$ cat config.mk
export PLATFORM = sky130hd
export DESIGN_NAME = fetch_ctrl
export DESIGN_NICKNAME = d
export VERILOG_FILES = /design/src/rtl/fetch_ctrl.sv
export SDC_FILE = /design/constraint.sdc
export NUM_CORES = 1
export LEC_CHECK = 0
export BUFFER_PORTS_ARGS = -buffer_cell sky130_fd_sc_hd__buf_2
export CELL_PAD_IN_SITES_DETAIL_PLACEMENT = 0
export CELL_PAD_IN_SITES_GLOBAL_PLACEMENT = 1
export CORE_MARGIN = 2
export CORE_UTILIZATION = 35
export CTS_BUF_LIST = sky130_fd_sc_hd__clkbuf_16
export DETAILED_ROUTE_END_ITERATION = 10
export PLACE_DENSITY_LB_ADDON = 0.1
export SKIP_LAST_GASP = 1
export SLEW_MARGIN = 40
export SYNTH_ARGS = -nofsm -noshare
export SYNTH_HDL_FRONTEND = slang
export SYNTH_SLANG_ARGS = --single-unit
$ cat constraint.sdc
create_clock -name clk -period 5.36 [get_ports clk]
set_clock_uncertainty 0.1 [all_clocks]
set_input_delay 0.268 -clock clk [delete_from_list [all_inputs] [get_ports clk]]
set_output_delay 0.268 -clock clk [all_outputs]
set_load 0.02 [all_outputs]
$ cat src/rtl/fetch_ctrl.sv
// Instruction-fetch sequencer: next-PC select, IF/ID valid, flush.
// Optional misaligned-redirect trap enabled by defining PC_TRAP_EN.
module fetch_ctrl #(
  parameter logic [31:0] RESET_PC = 32'h0000_0000,
  parameter logic [31:0] TRAP_VEC = 32'h0000_0004
) (
  input  logic        clk,
  input  logic        rst,
  input  logic [31:0] pc_cur,
  input  logic        stall,
  input  logic        redirect,
  input  logic [31:0] redirect_pc,
  input  logic        imem_ready,
  output logic [31:0] pc_next,
  output logic        fetch_valid,
  output logic        flush,
  output logic [31:0] fetch_count,
  output logic        trap
);

  typedef enum logic [1:0] {
    BOOT = 2'd0,
    RUN  = 2'd1,
    WAIT = 2'd2
  } state_t;

  state_t state_q;
  state_t state_d;

  logic [31:0] redir_tgt;
  logic        redir_trap;

`ifdef PC_TRAP_EN
  always_comb begin
    redir_trap = (redirect_pc[1:0] != 2'b00);
    redir_tgt  = redir_trap ? TRAP_VEC : redirect_pc;
  end
`else
  // Low address bits are dropped, so a misaligned target is truncated.
  logic unused_cfg;
  assign unused_cfg = ^{TRAP_VEC, redirect_pc[1:0]};

  always_comb begin
    redir_trap = 1'b0;
    redir_tgt  = {redirect_pc[31:2], 2'b00};
  end
`endif

  always_ff @(posedge clk) begin
    if (rst) begin
      state_q <= BOOT;
    end else begin
      state_q <= state_d;
    end
  end

  always_ff @(posedge clk) begin
    if (rst) begin
      fetch_count <= 32'd0;
    end else if (fetch_valid) begin
      fetch_count <= fetch_count + 32'd1;
    end
  end

  always_comb begin
    state_d     = state_q;
    pc_next     = pc_cur;
    fetch_valid = 1'b0;
    flush       = 1'b0;
    trap        = 1'b0;
    if (rst) begin
      state_d = BOOT;
      pc_next = RESET_PC;
    end else begin
      unique case (state_q)
        BOOT: begin
          state_d = RUN;
        end
        RUN, WAIT: begin
          // Redirect outranks stall and wait: flush kills whatever is held.
          if (redirect) begin
            pc_next = redir_tgt;
            flush   = 1'b1;
            trap    = redir_trap;
            state_d = RUN;
          end else if (stall) begin
            pc_next = pc_cur;
          end else if (!imem_ready) begin
            pc_next = pc_cur;
            state_d = WAIT;
          end else begin
            pc_next     = pc_cur + 32'd4;
            fetch_valid = 1'b1;
            state_d     = RUN;
          end
        end
        default: begin
          state_d = BOOT;
        end
      endcase
    end
  end

endmodule

==> flow_summary.ini <==
[grt]
busiest_layer = met2
grt_pass1_vias = 3543
grt_overflow = 0
grt_max_degree = 66
antenna_found_initial = 0
grt.met3_usage = 0.04101
grt_use_met2 = 0.3878
grt_pass1_wl_um = 17260
track_usage = 0.2156
use_met1 = 0.2605

[critical_path]
cp.arrival_ns = 2.77
reg2reg_depth = 7
start_kind = flop
r2r_slack_ns = 2.65
cpMostUsedCell = inv_1
crit_type = reg2out
cp-end-kind = primary output
critical_path_buf_inv_count = 4
r2r-end = fetch_count[27]
cp_slowest_cell = nor2_1
rr_startpoint = state_q[0]
crit_family = buffers and inverters
crit_path_cell_trace = inv_1 > ha_1 > buf_4 > inv_1 > nor2_1 > nand4bb_1 > a31oi_1 > buf_2
critPathMaxStageDelay_ns = 0.60
cp_data_required_time_ns = 4.99
cp_max_fo = 33

[floorplanning]
die_w_um = 97.55
die_h_um = 97.55
start_util = 0.3564
coreArea_um2 = 8593
num_rows = 34
io_pins = 136
die_area_um2 = 9516

[placed_design]
io_buffer_count = 132
hpwl_um = 7921
gp_congestion = 0.8815

[pwr]
comb_power_share = 0.248
swShare = 0.2957
ir_drop_v = 0.0001359
leakage_nw = 1.605
pwr-share-clk = 0.448
p_switching_mw = 0.2490
p_int_mw = 0.5931
p_seq_frac = 0.304
p_per_area_nw_per_um2 = 213.2

[cts]
path_clk_slew_ns = 0.05
cts_hold_buf = 0
cts_root_buf = clkbuf_16
cts_tree = built
postCtsSetupBuffers = 0
clk_path_buf_depth = 2
cts_max_level = 2
clock_latency_ns = 0.28
clock_sinks = 34
cts.repair.resized = 0
cts_made_buffers = 5

[sta]
setup_tns_ns = 0
slew_viol_final = 0
rsz0062_at_grt = false
tightest_slew_ns = 0.7995
final-setup-viol-count = 0
period_share = 0.5857
period_needed_ns = 3.139
max_freq_mhz = 318.5
hold_viol_final = 0
maxSlewHeadroom = 0.4629
holdWs_ns = 0.2786

[drt]
wl_per_cell_um = 16.40
routed-via-count = 3750
firstDrtPassIters = 4
postRouteAntennaNets = 0
wirelength_um = 10830
vias_per_cell = 5.682
post-route-drc-count = 0
first_iter_violations = 174

[finish]
fillCellCount = 947
area_growth_pct = 28.96
seq_area_um2 = 680.7
final_common_cell = buf_2
drive_above_1_share = 0.2790
antenna_cells = 0
multiInputGateArea_um2 = 2216
layout_common_cells = buf_2, nor2_1, nand2_1, dfxtp_1, o21ai_0
nets = 624

[worst_hold_path]
hold_start = stall
hold_depth = 3
hold_class = in2reg
min_to = state_q[1]

[logic_synthesis]
synthArstFlopShare = 0
synth-main-ff-cell = dfxtp_1
syn_avg_cell_area_um2 = 6.945
synth_top_area_share = 0.2222
ys_seq_area_frac = 0.2222
yosysTopAreaCell = dfxtp_1
ys_types = 61
synthTopCellsByArea = dfxtp_1, nor2_1, nand2_1
syn_nets = 514
synthCells = 441
synth_edf_count = 0
ys.warnings.count = 0
ys_seq_elements = 34
syn_area_um2 = 3063

[run]
max_cap_violations = 0

[status]
status = finished clean
==> how the worst max path moves through the flow <==
| stage | from | endpoint | slack [ns] | depth (start not counted) |
|---|---|---|---|---|
| final | state_q[0] | pc_next[20] | 2.22 | 8 |
| after global routing | state_q[1] | pc_next[20] | 2.05 | 8 |
| after CTS | state_q[0] | pc_next[20] | 2.26 | 8 |
| after detailed placement | pc_cur[5] | pc_next[31] | 2.44 | 7 |
| after global placement | pc_cur[5] | pc_next[25] | 2.43 | 7 |
| after floorplan | stall | pc_next[3] | 2.83 | 5 |
==> power by group through the flow <==
| stage | Sequential (mW) | Combinational [mW] | Clock (mW) |
|---|---|---|---|
| after floorplan | 0.261 | 0.127 | 0 |
| after global placement | 0.261 | 0.207 | 0 |
| final | 0.256 | 0.209 | 0.377 |
| after global routing | 0.256 | 0.227 | 0.394 |
| after detailed placement | 0.261 | 0.207 | 0 |
| after CTS | 0.256 | 0.208 | 0.382 |
==> per-stage QoR <==
step,cell area [µm²],cells,power [mW],worst slack (ns),utilization
floorplan,3063,441,0.3879,2.828,-
global placement,3750,652,0.4677,2.428,0.4364
detailed placement,3756,652,0.4683,2.444,0.4371
CTS,3950,660,0.8463,2.260,0.4597
global route,3950,660,0.8768,2.052,0.4597
finish,3950,660,0.8421,2.221,0.4597
==> worst register-to-register path, stage by stage, from the launching register on <==
cell     delay (ns)
dfxtp_1        0.35
inv_1          0.05
ha_1           0.30
or3b_1         0.54
nor4_4         0.48
nand2_2        0.11
or3_1          0.36
mux2_4         0.30
==> final cells by class <==
| class | count | area share |
|---|---|---|
| clock buffers | 5 | 0.03168 |
| multi-input cells | 363 | 0.5610 |
| inverters | 13 | 0.01235 |
| repair buffers | 134 | 0.1710 |
| clock inverters | 3 | 0.01742 |
| well taps | 108 | 0.03421 |
| flip-flops and latches | 34 | 0.1723 |
==> synth_stat cells (7+ instances only) <==
library cell  instances
dfxtp_1              34
nand2_1              41
o31ai_1               7
or3_1                11
nor2_1               63
a21oi_1              15
inv_1                13
a22oi_1               7
o21ai_0              24
xor2_1               11
nor4_1               16
clkbuf_1             27
nand4_1              20
nor3_1               17
xnor2_1              17
nand3_1              23
==> cells by family after synthesis <==
kind of cell,Yosys count,synth area share
AOI/OAI and AO/OA,92,0.2018
xor gates and xnor gates,28,0.08006
adders and majority gates,4,0.01634
buffers and inverters,44,0.05637
DFF,34,0.2222
muxes,2,0.008169
other,1,0.001224
and+or+nand+nor,236,0.4138
==> registers in the layout, summed over array words and instances (netlist names) <==
register and flops:
state_q 2, fetch_count 32
==> per-layer routing <==
layer	wire length [µm]	part of all wire
met5	0	0
met4	169	0.016
met3	720	0.067
met2	5257	0.49
met1	4678	0.43
No activity file was read; power rests on OpenSTA's default activity.
